File: config.mk
export PLATFORM = sky130hd
export DESIGN_NAME = image_reader
export DESIGN_NICKNAME = d
export VERILOG_FILES = /design/src/rtl/image_reader.sv
export SDC_FILE = /design/constraint.sdc
export NUM_CORES = 1
export LEC_CHECK = 0
export ABC_CLOCK_PERIOD_IN_PS = 2600
export CAP_MARGIN = 20
export CORE_MARGIN = 2
export CORE_UTILIZATION = 55
export DETAILED_ROUTE_END_ITERATION = 16
export PLACE_DENSITY = 0.81
export SLEW_MARGIN = 5
export SYNTH_ARGS = -nofsm -noshare
export SYNTH_HDL_FRONTEND = slang
export SYNTH_SLANG_ARGS = --single-unit
export TNS_END_PERCENT = 50
File: constraint.sdc
create_clock -name clk -period 2.6 [get_ports clk]
set_input_delay 0.52 -clock clk [delete_from_list [all_inputs] [get_ports clk]]
set_output_delay 0.52 -clock clk [all_outputs]
set_load 0.05 [all_outputs]
File: src/rtl/image_reader.sv
// rtl/image_reader.sv - Raster frame reader: RAM reads streamed through a 4-entry credit-limited FIFO
// Optional start-of-frame / end-of-line markers are enabled with IMAGE_READER_MARKERS_EN.
module image_reader #(
  parameter int RAM_DEPTH = 65536,
  parameter int IMG_WIDTH = 256,
  localparam int AW = $clog2(RAM_DEPTH) + 1
) (
  input  logic          clk,
  input  logic          rst_n,
  input  logic          start,
  output logic          busy,
  output logic          done,
  output logic          rd_en,
  output logic [AW-1:0] rd_addr,
  input  logic [7:0]    rd_data,
  output logic [7:0]    pix_data,
  output logic          pix_valid,
  input  logic          pix_ready
`ifdef IMAGE_READER_MARKERS_EN
  ,
  output logic          pix_sof,
  output logic          pix_eol
`endif
);

`ifdef IMAGE_READER_MARKERS_EN
  localparam int FW = 10;
  localparam int CW = (IMG_WIDTH > 1) ? $clog2(IMG_WIDTH) : 1;
`else
  localparam int FW = 8;
`endif

  typedef enum logic [1:0] {S_IDLE, S_READ, S_DRAIN, S_DONE} state_t;

  state_t          state;
  state_t          state_nxt;
  logic            rst_sync;
  logic [1:0]      infl;
  logic [2:0]      fifo_cnt;
  logic [2:0]      credit_used;
  logic [1:0]      wr_ptr;
  logic [1:0]      rd_ptr;
  logic [FW-1:0]   fifo_mem [4];
  logic [FW-1:0]   head;
  logic [FW-1:0]   push_word;
  logic            push;
  logic            pop;
  logic            last_addr;

  // Async assert, synchronised release: state starts moving on the 2nd edge after rst_n rises.
  always_ff @(posedge clk or negedge rst_n) begin
    if (!rst_n) rst_sync <= 1'b0;
    else        rst_sync <= 1'b1;
  end

  assign last_addr   = (rd_addr == AW'(RAM_DEPTH - 1));
  assign credit_used = fifo_cnt + {2'b00, infl[0]} + {2'b00, infl[1]};
  assign push        = infl[1];
  assign pop         = pix_valid && pix_ready;
  assign head        = fifo_mem[rd_ptr];

  always_ff @(posedge clk or negedge rst_n) begin
    if (!rst_n)        state <= S_IDLE;
    else if (rst_sync) state <= state_nxt;
  end

  always_comb begin
    state_nxt = state;
    busy      = 1'b1;
    done      = 1'b0;
    rd_en     = 1'b0;
    case (state)
      S_IDLE: begin
        busy = 1'b0;
        if (start) state_nxt = S_READ;
      end
      S_READ: begin
        // Credit rule: every read in flight already owns a FIFO slot.
        rd_en = (credit_used < 3'd4);
        if (rd_en && last_addr) state_nxt = S_DRAIN;
      end
      S_DRAIN: begin
        if (infl == 2'b00 && fifo_cnt == 3'd0) state_nxt = S_DONE;
      end
      S_DONE: begin
        done      = 1'b1;
        state_nxt = S_IDLE;
      end
      default: state_nxt = S_IDLE;
    endcase
  end

  always_ff @(posedge clk or negedge rst_n) begin
    if (!rst_n) begin
      rd_addr <= '0;
    end else if (rst_sync) begin
      if (state == S_IDLE)          rd_addr <= '0;
      else if (rd_en && !last_addr) rd_addr <= rd_addr + AW'(1);
    end
  end

  always_ff @(posedge clk or negedge rst_n) begin
    if (!rst_n)        infl <= 2'b00;
    else if (rst_sync) infl <= {infl[0], rd_en};
  end

`ifdef IMAGE_READER_MARKERS_EN
  logic [CW-1:0] col;
  logic [1:0]    mk_s1;
  logic [1:0]    mk_s2;

  // Markers are tagged at issue time and ride the in-flight pipe alongside the read.
  always_ff @(posedge clk or negedge rst_n) begin
    if (!rst_n) begin
      col   <= '0;
      mk_s1 <= 2'b00;
      mk_s2 <= 2'b00;
    end else if (rst_sync) begin
      if (state == S_IDLE) col <= '0;
      else if (rd_en)      col <= (col == CW'(IMG_WIDTH - 1)) ? '0 : col + CW'(1);
      mk_s1 <= {rd_addr == '0, col == CW'(IMG_WIDTH - 1)};
      mk_s2 <= mk_s1;
    end
  end

  assign push_word = {mk_s2, rd_data};
  assign pix_sof   = pix_valid && head[9];
  assign pix_eol   = pix_valid && head[8];
`else
  assign push_word = rd_data;
`endif

  always_ff @(posedge clk) begin
    if (push) fifo_mem[wr_ptr] <= push_word;
  end

  always_ff @(posedge clk or negedge rst_n) begin
    if (!rst_n) begin
      wr_ptr   <= 2'd0;
      rd_ptr   <= 2'd0;
      fifo_cnt <= 3'd0;
    end else if (rst_sync) begin
      if (push) wr_ptr <= wr_ptr + 2'd1;
      if (pop)  rd_ptr <= rd_ptr + 2'd1;
      case ({push, pop})
        2'b10:   fifo_cnt <= fifo_cnt + 3'd1;
        2'b01:   fifo_cnt <= fifo_cnt - 3'd1;
        default: fifo_cnt <= fifo_cnt;
      endcase
    end
  end

  assign pix_valid = (fifo_cnt != 3'd0);
  assign pix_data  = pix_valid ? head[7:0] : 8'd0;

endmodule

* Word-level counts from Yosys, hierarchy flattened
Memory sizes are Yosys's and may differ from the RTL's.
Index checks and enable logic that the tools add are counted.
Widths: inputs -> output; s select.
** Storage, ports and cells
- Register bits after elaboration :: 29
- Bits in writable memories :: 32
- Input bits :: 12
- Output and inout bits :: 29
- Logic and storage cells :: 54
- Memories :: 1
** Memories
- fifo_mem :: words 4, width 8, rd ports 1, clocked after memory_dff 0, wr ports 1, line 43 : logic [FW-1:0] fifo_mem [4];
** Operators by class
- Add/subtract/negate cells :: 7
- $lt $le $gt $ge :: 1
- Equality and inequality tests :: 9
- Multiplexer cells :: 13
- Reductions and logical operators :: 16
** Operators by type and width (count)
- $mux 17 :: 2
- $add 17x1->17 const B :: 1
- $eq 17x16->1 const B :: 1
- $mux 8 :: 1
- $pmux 2 s4 :: 1
- $reduce_and 2->1 :: 4
- $add 3x1->3 :: 2
- $eq 2x2->1 const B :: 3
- $mux 2 :: 3
- $ne 2x2->1 const B :: 3
- $pmux 3 s2 :: 1
- $mux 1 :: 5
- $add 2x1->2 const B :: 2
- $eq 2x1->1 const B :: 2
- $logic_and 1x1->1 :: 4
- $logic_not 2->1 :: 2
- $reduce_and 4->1 :: 1
- $reduce_bool 2->1 :: 2
- $add 3x1->3 const B :: 1
- $logic_not 3->1 :: 1
- $lt 3x3->1 const B :: 1
- $reduce_bool 3->1 :: 1
- $sub 3x1->3 const B :: 1
- $logic_not 1->1 :: 1

* Longest topological paths before layout
- Word-level depth :: 7
- Gate-level depth with buffers :: 10
- Depth with buffers taken out :: 10

* Worst setup path after synthesis
Ideal clock, no wire load.
- Path type :: flip-flop to flip-flop
- Start :: register rd_addr[1]
- End :: register state[1]
- Library setup time :: 0.125 ns
- Arrival :: 2.656 ns
- Required time :: 2.475 ns
- Path slack :: -0.182 ns
- Stages on the path, launching flop included :: 11
- Path buffers :: 0
- Period minus slack after synthesis :: 2.782 ns
- Cell sequence :: dfrtp_1 > ha_1 > nand3_1 > nor2_1 > nand2_1 > nor2_1 > ha_1 > nand2b_1 > o21ai_0 > a2111oi_4 > mux2_4
** On the way
- Cells in the longest elaborated chain, start to end :: 4
** RTL lines
- start: declaration :: line 14 : output logic [AW-1:0] rd_addr,
- start signal: assignment :: line 98 : else if (rd_en && !last_addr) rd_addr <= rd_addr + AW'(1);
- $eq 17x16->1 :: line 56 : assign last_addr = (rd_addr == AW'(RAM_DEPTH - 1));
- $logic_and 1x1->1 :: line 80 : if (rd_en && last_addr) state_nxt = S_DRAIN;
- $ne 2x2->1 (no source line)
- $reduce_and 4->1 (no source line)
- end signal: assignment :: line 64 : else if (rst_sync) state <= state_nxt;
- end: declaration :: line 35 : state_t state;
No other way between the ends.
A chain may end at the register's enable or synchronous reset.

* Worst setup path in the final report
- Start :: register fifo_cnt[1]
- End :: output pix_valid
** On the way
- Cells in the longest elaborated chain, start to end :: 1
** RTL lines
- start: declaration :: line 39 : logic [2:0] fifo_cnt;
- start signal: assignment :: line 146 : 2'b10: fifo_cnt <= fifo_cnt + 3'd1;
- start signal: assignment :: line 147 : 2'b01: fifo_cnt <= fifo_cnt - 3'd1;
- start signal: assignment :: line 148 : default: fifo_cnt <= fifo_cnt;
- $reduce_bool 3->1 :: line 153 : assign pix_valid = (fifo_cnt != 3'd0);
- end: declaration :: line 17 : output logic pix_valid,
No other way between the ends.

==> flow_summary_export.csv <==
group,metric,value,unit
clocking,htree_levels,3,
die,num_rows,27,
clocking,path_clk_slew,0.06,ns
yosys,synthFlopType,"edfxtp_1",
clocking,clkSinkCount,61,
critical_path,reg2reg_slack,0.17,ns
yosys,yosysTopAreaCellShare,0.315,
timing,final_hold_viol_count,0,
clocking,clock_path_buffers,2,
timing,setup_tns,0,ns
critical_path,cpLargestDelayFamily,"buffers and inverters",
drt,drtPass1Iterations,4,
cells_and_area,area_growth,26.2,%
timing,fmax,397,MHz
die,core_area,5440,um^2
pwr,p_leak,0.00153,uW
run_status,status,"finished, final reports clean",
die,start_util,0.561,
placement,numPortBuffers,40,
yosys,syn_nets,268,
critical_path,crit_slowest_cell,"clkdlybuf4s50_1",
global_route,grt_pass1_vias,2166,
critical_path,cp_max_fo,6,
critical_path,worst_r2r_path_depth,10,
timing,tightest_slew,0.547,ns
global_route,antenna_found_initial,0,
min_path,worstHoldEndpoint,"rd_addr[0]$_DFFE_PN0P_",
timing,skew,0.0100,ns
yosys,async_flop_share,0.475,
placement,gp_congestion,0.841,
critical_path,worstSetupPathType,"reg2out",
yosys,avgSynthCellArea,12.5,um^2
pwr,power-per-cell-area,1350,nW/um^2
flow_run,cap_violations,0,
critical_path,worstPathCellList,"or3_1 -> clkdlybuf4s50_1",
pwr,vdd_drop_max,0.000777,V
die,boundaryPins,41,
critical_path,reg2reg_from,"rd_addr[0]$_DFFE_PN0P_",
critical_path,cp.arrival,2.00,ns
die,die_area,6160,um^2
cells_and_area,drive_gt1_frac,0.195,
global_route,overflow,0,
drt,antenna_left,0,
pwr,power,5200,uW
drt,num_vias,2234,
yosys,yosysMostFrequentCell,"edfxtp_1",
global_route,grt_pass1_wl,10700,um
critical_path,worst-path-buf-inv,1,
yosys,synth_commonest_cells,"edfxtp_1 (32), dfrtp_1 (29), and2_1 (16), inv_1 (16), nand2_1 (16)",
critical_path,max_stage_delay,0.74,ns
drt,via_per_inst,5.97,
die,dieWidth,78.5,um
min_path,min_path_cells,1,
clocking,cts_setup_buffers,0,
clocking,cts_tree,"done",
clocking,clkLatencyLatePin,0.34,ns
yosys,yosysTopAreaCell,"edfxtp_1",
critical_path,cp-end-kind,"primary output",
drt,drt-total-wl,6440,um
yosys,syn_inst,243,
yosys,yosysSeqAreaShare,0.553,
yosys,synth.cell_area,3050,um^2
timing,finalCritPeriodShare,0.968,
cells_and_area,num_antenna_cells,0,
clocking,cts_buffers,9,
global_route,grt_max_degree,30,
die,die_h,78.5,um
yosys,yosysWarnings,0,
timing,slew_headroom,0.635,
clocking,cts_root_buf,"clkbuf_8",
yosys,ys_ff_latch,61,
drt,drc,0,
drt,drt_iter0_markers,261,
timing,rsz0062_at_grt,"no",
critical_path,startpoint_type,"flip-flop",
critical_path,worst_r2r_endpoint,"rd_addr[10]$_DFFE_PN0P_",
placement,place_hpwl,4440,um
global_route,track_usage,0.230,
min_path,worstHoldPathType,"reg2reg",
drt,wl_per_cell,17.2,um
yosys,synth-edff-count,32,
timing,setup_viol,0,
yosys,ys_top_cells_by_area,"edfxtp_1 (32%), dfrtp_1 (24%), mux4_2 (5.9%)",
cells_and_area,fin_nets,322,
critical_path,required,2.08,ns
timing,drv_slew,0,
timing,period_needed,2.52,ns
min_path,min-delay-start,"rst_sync$_DFF_PN0_",
clocking,holdBufCountCts,0,
clocking,cts_resized,0,
yosys,yosysUniqueCellTypes,57,
-- state kept, by name (all words and copies together) (netlist names) --
signal,flops
wr_ptr,2
state,2
rd_addr,17
fifo_mem,32
infl,2
rst_sync,1
rd_ptr,2
fifo_cnt,3
-- cells in the final DEF (no fill, tap or decap), types with 5 or more instances in the layout --
master            n
a21oi_1           5
and2_1           16
buf_4            19
clkbuf_8          9
clkdlybuf4s50_1  30
dfrtp_1          27
edfxtp_1         32
ha_1             12
inv_1            16
mux4_2            8
nand2_1          16
nand3_1           6
nand4_1           8
nor2_1            9
-- worst max-delay path by stage --
stage / from / end / slack (ns) / depth (start not counted)
2_1_floorplan: rd_addr[1]$_DFFE_PN0P_ / state[1]$_DFFE_PN0P_ / 0.02 / 10
3_3_place_gp: rd_addr[1]$_DFFE_PN0P_ / state[1]$_DFFE_PN0P_ / 0.16 / 10
3_5_place_dp: rd_addr[1]$_DFFE_PN0P_ / state[1]$_DFFE_PN0P_ / 0.08 / 10
4_1_cts: rd_addr[1]$_DFFE_PN0P_ / state[1]$_DFFE_PN0P_ / 0.06 / 10
5_1_grt: fifo_cnt[1]$_DFFE_PN0P_ / pix_valid / 0.02 / 2
6_report: fifo_cnt[1]$_DFFE_PN0P_ / pix_valid / 0.08 / 2
-- report_power, final --
part	switching [uW]	internal, uW
Sequential	267	1310
Clock	380	639
Combinational	1590	1020
Total	2230	2970
-- cell type report --
cell class / instances / area [um^2]
Sequential cell: 61 / 1690
Clock inverter: 6 / 113
Tap cell: 72 / 90.1
Clock buffer: 10 / 128
Timing Repair Buffer: 51 / 483
Fill cell: 370 / 1590
Inverter: 16 / 60.1
Multi-Input combinational cell: 158 / 1280
-- layer usage --
layer / wire length [um] / global-route usage / up-vias
met5: 0 / 0 / -
met2: 3110 / 0.363 / 68
li1: - / - / 1041
met3: 311 / 0.0379 / 15
met1: 2880 / 0.321 / 1110
met4: 139 / 0.0947 / 0
-- worst reg2reg max path, stage by stage (launching register included) --
cell and delay (ns):
dfrtp_2 0.43, ha_1 0.25, nand3_2 0.11, nor2_2 0.06, nand2_1 0.06, nor2_1 0.04
ha_1 0.18, nand2b_2 0.22, or3_1 0.37, or4_1 0.51, o311ai_1 0.10
-- logic make-up after synthesis --
group                    Yosys count  share of synthesized area
AND/OR/NAND/NOR                   79                      0.140
flip-flops                        61                      0.553
AO/OA/AOI/OAI                     46                      0.124
buffers and inverters             24                     0.0300
adder cells (fa/ha/maj)           13                     0.0558
multiplexers                      13                     0.0780
XOR/XNOR                           6                     0.0172
other                              1                    0.00123
-- through the flow --
step | std cells | worst slack [ns] | area [um^2] | hold slack (ns) | utilization
6_report | 374 | 0.0822 | 3850 | 0.512 | 0.707
2_1_floorplan | 243 | 0.0167 | 3050 | 0.224 | -
4_1_cts | 374 | 0.0634 | 3840 | 0.510 | 0.705
5_1_grt | 374 | 0.0192 | 3850 | 0.534 | 0.707
3_5_place_dp | 358 | 0.0760 | 3600 | 0.508 | 0.661
3_3_place_gp | 358 | 0.162 | 3600 | 0.496 | 0.661
Power figures use the tool's default switching activity.
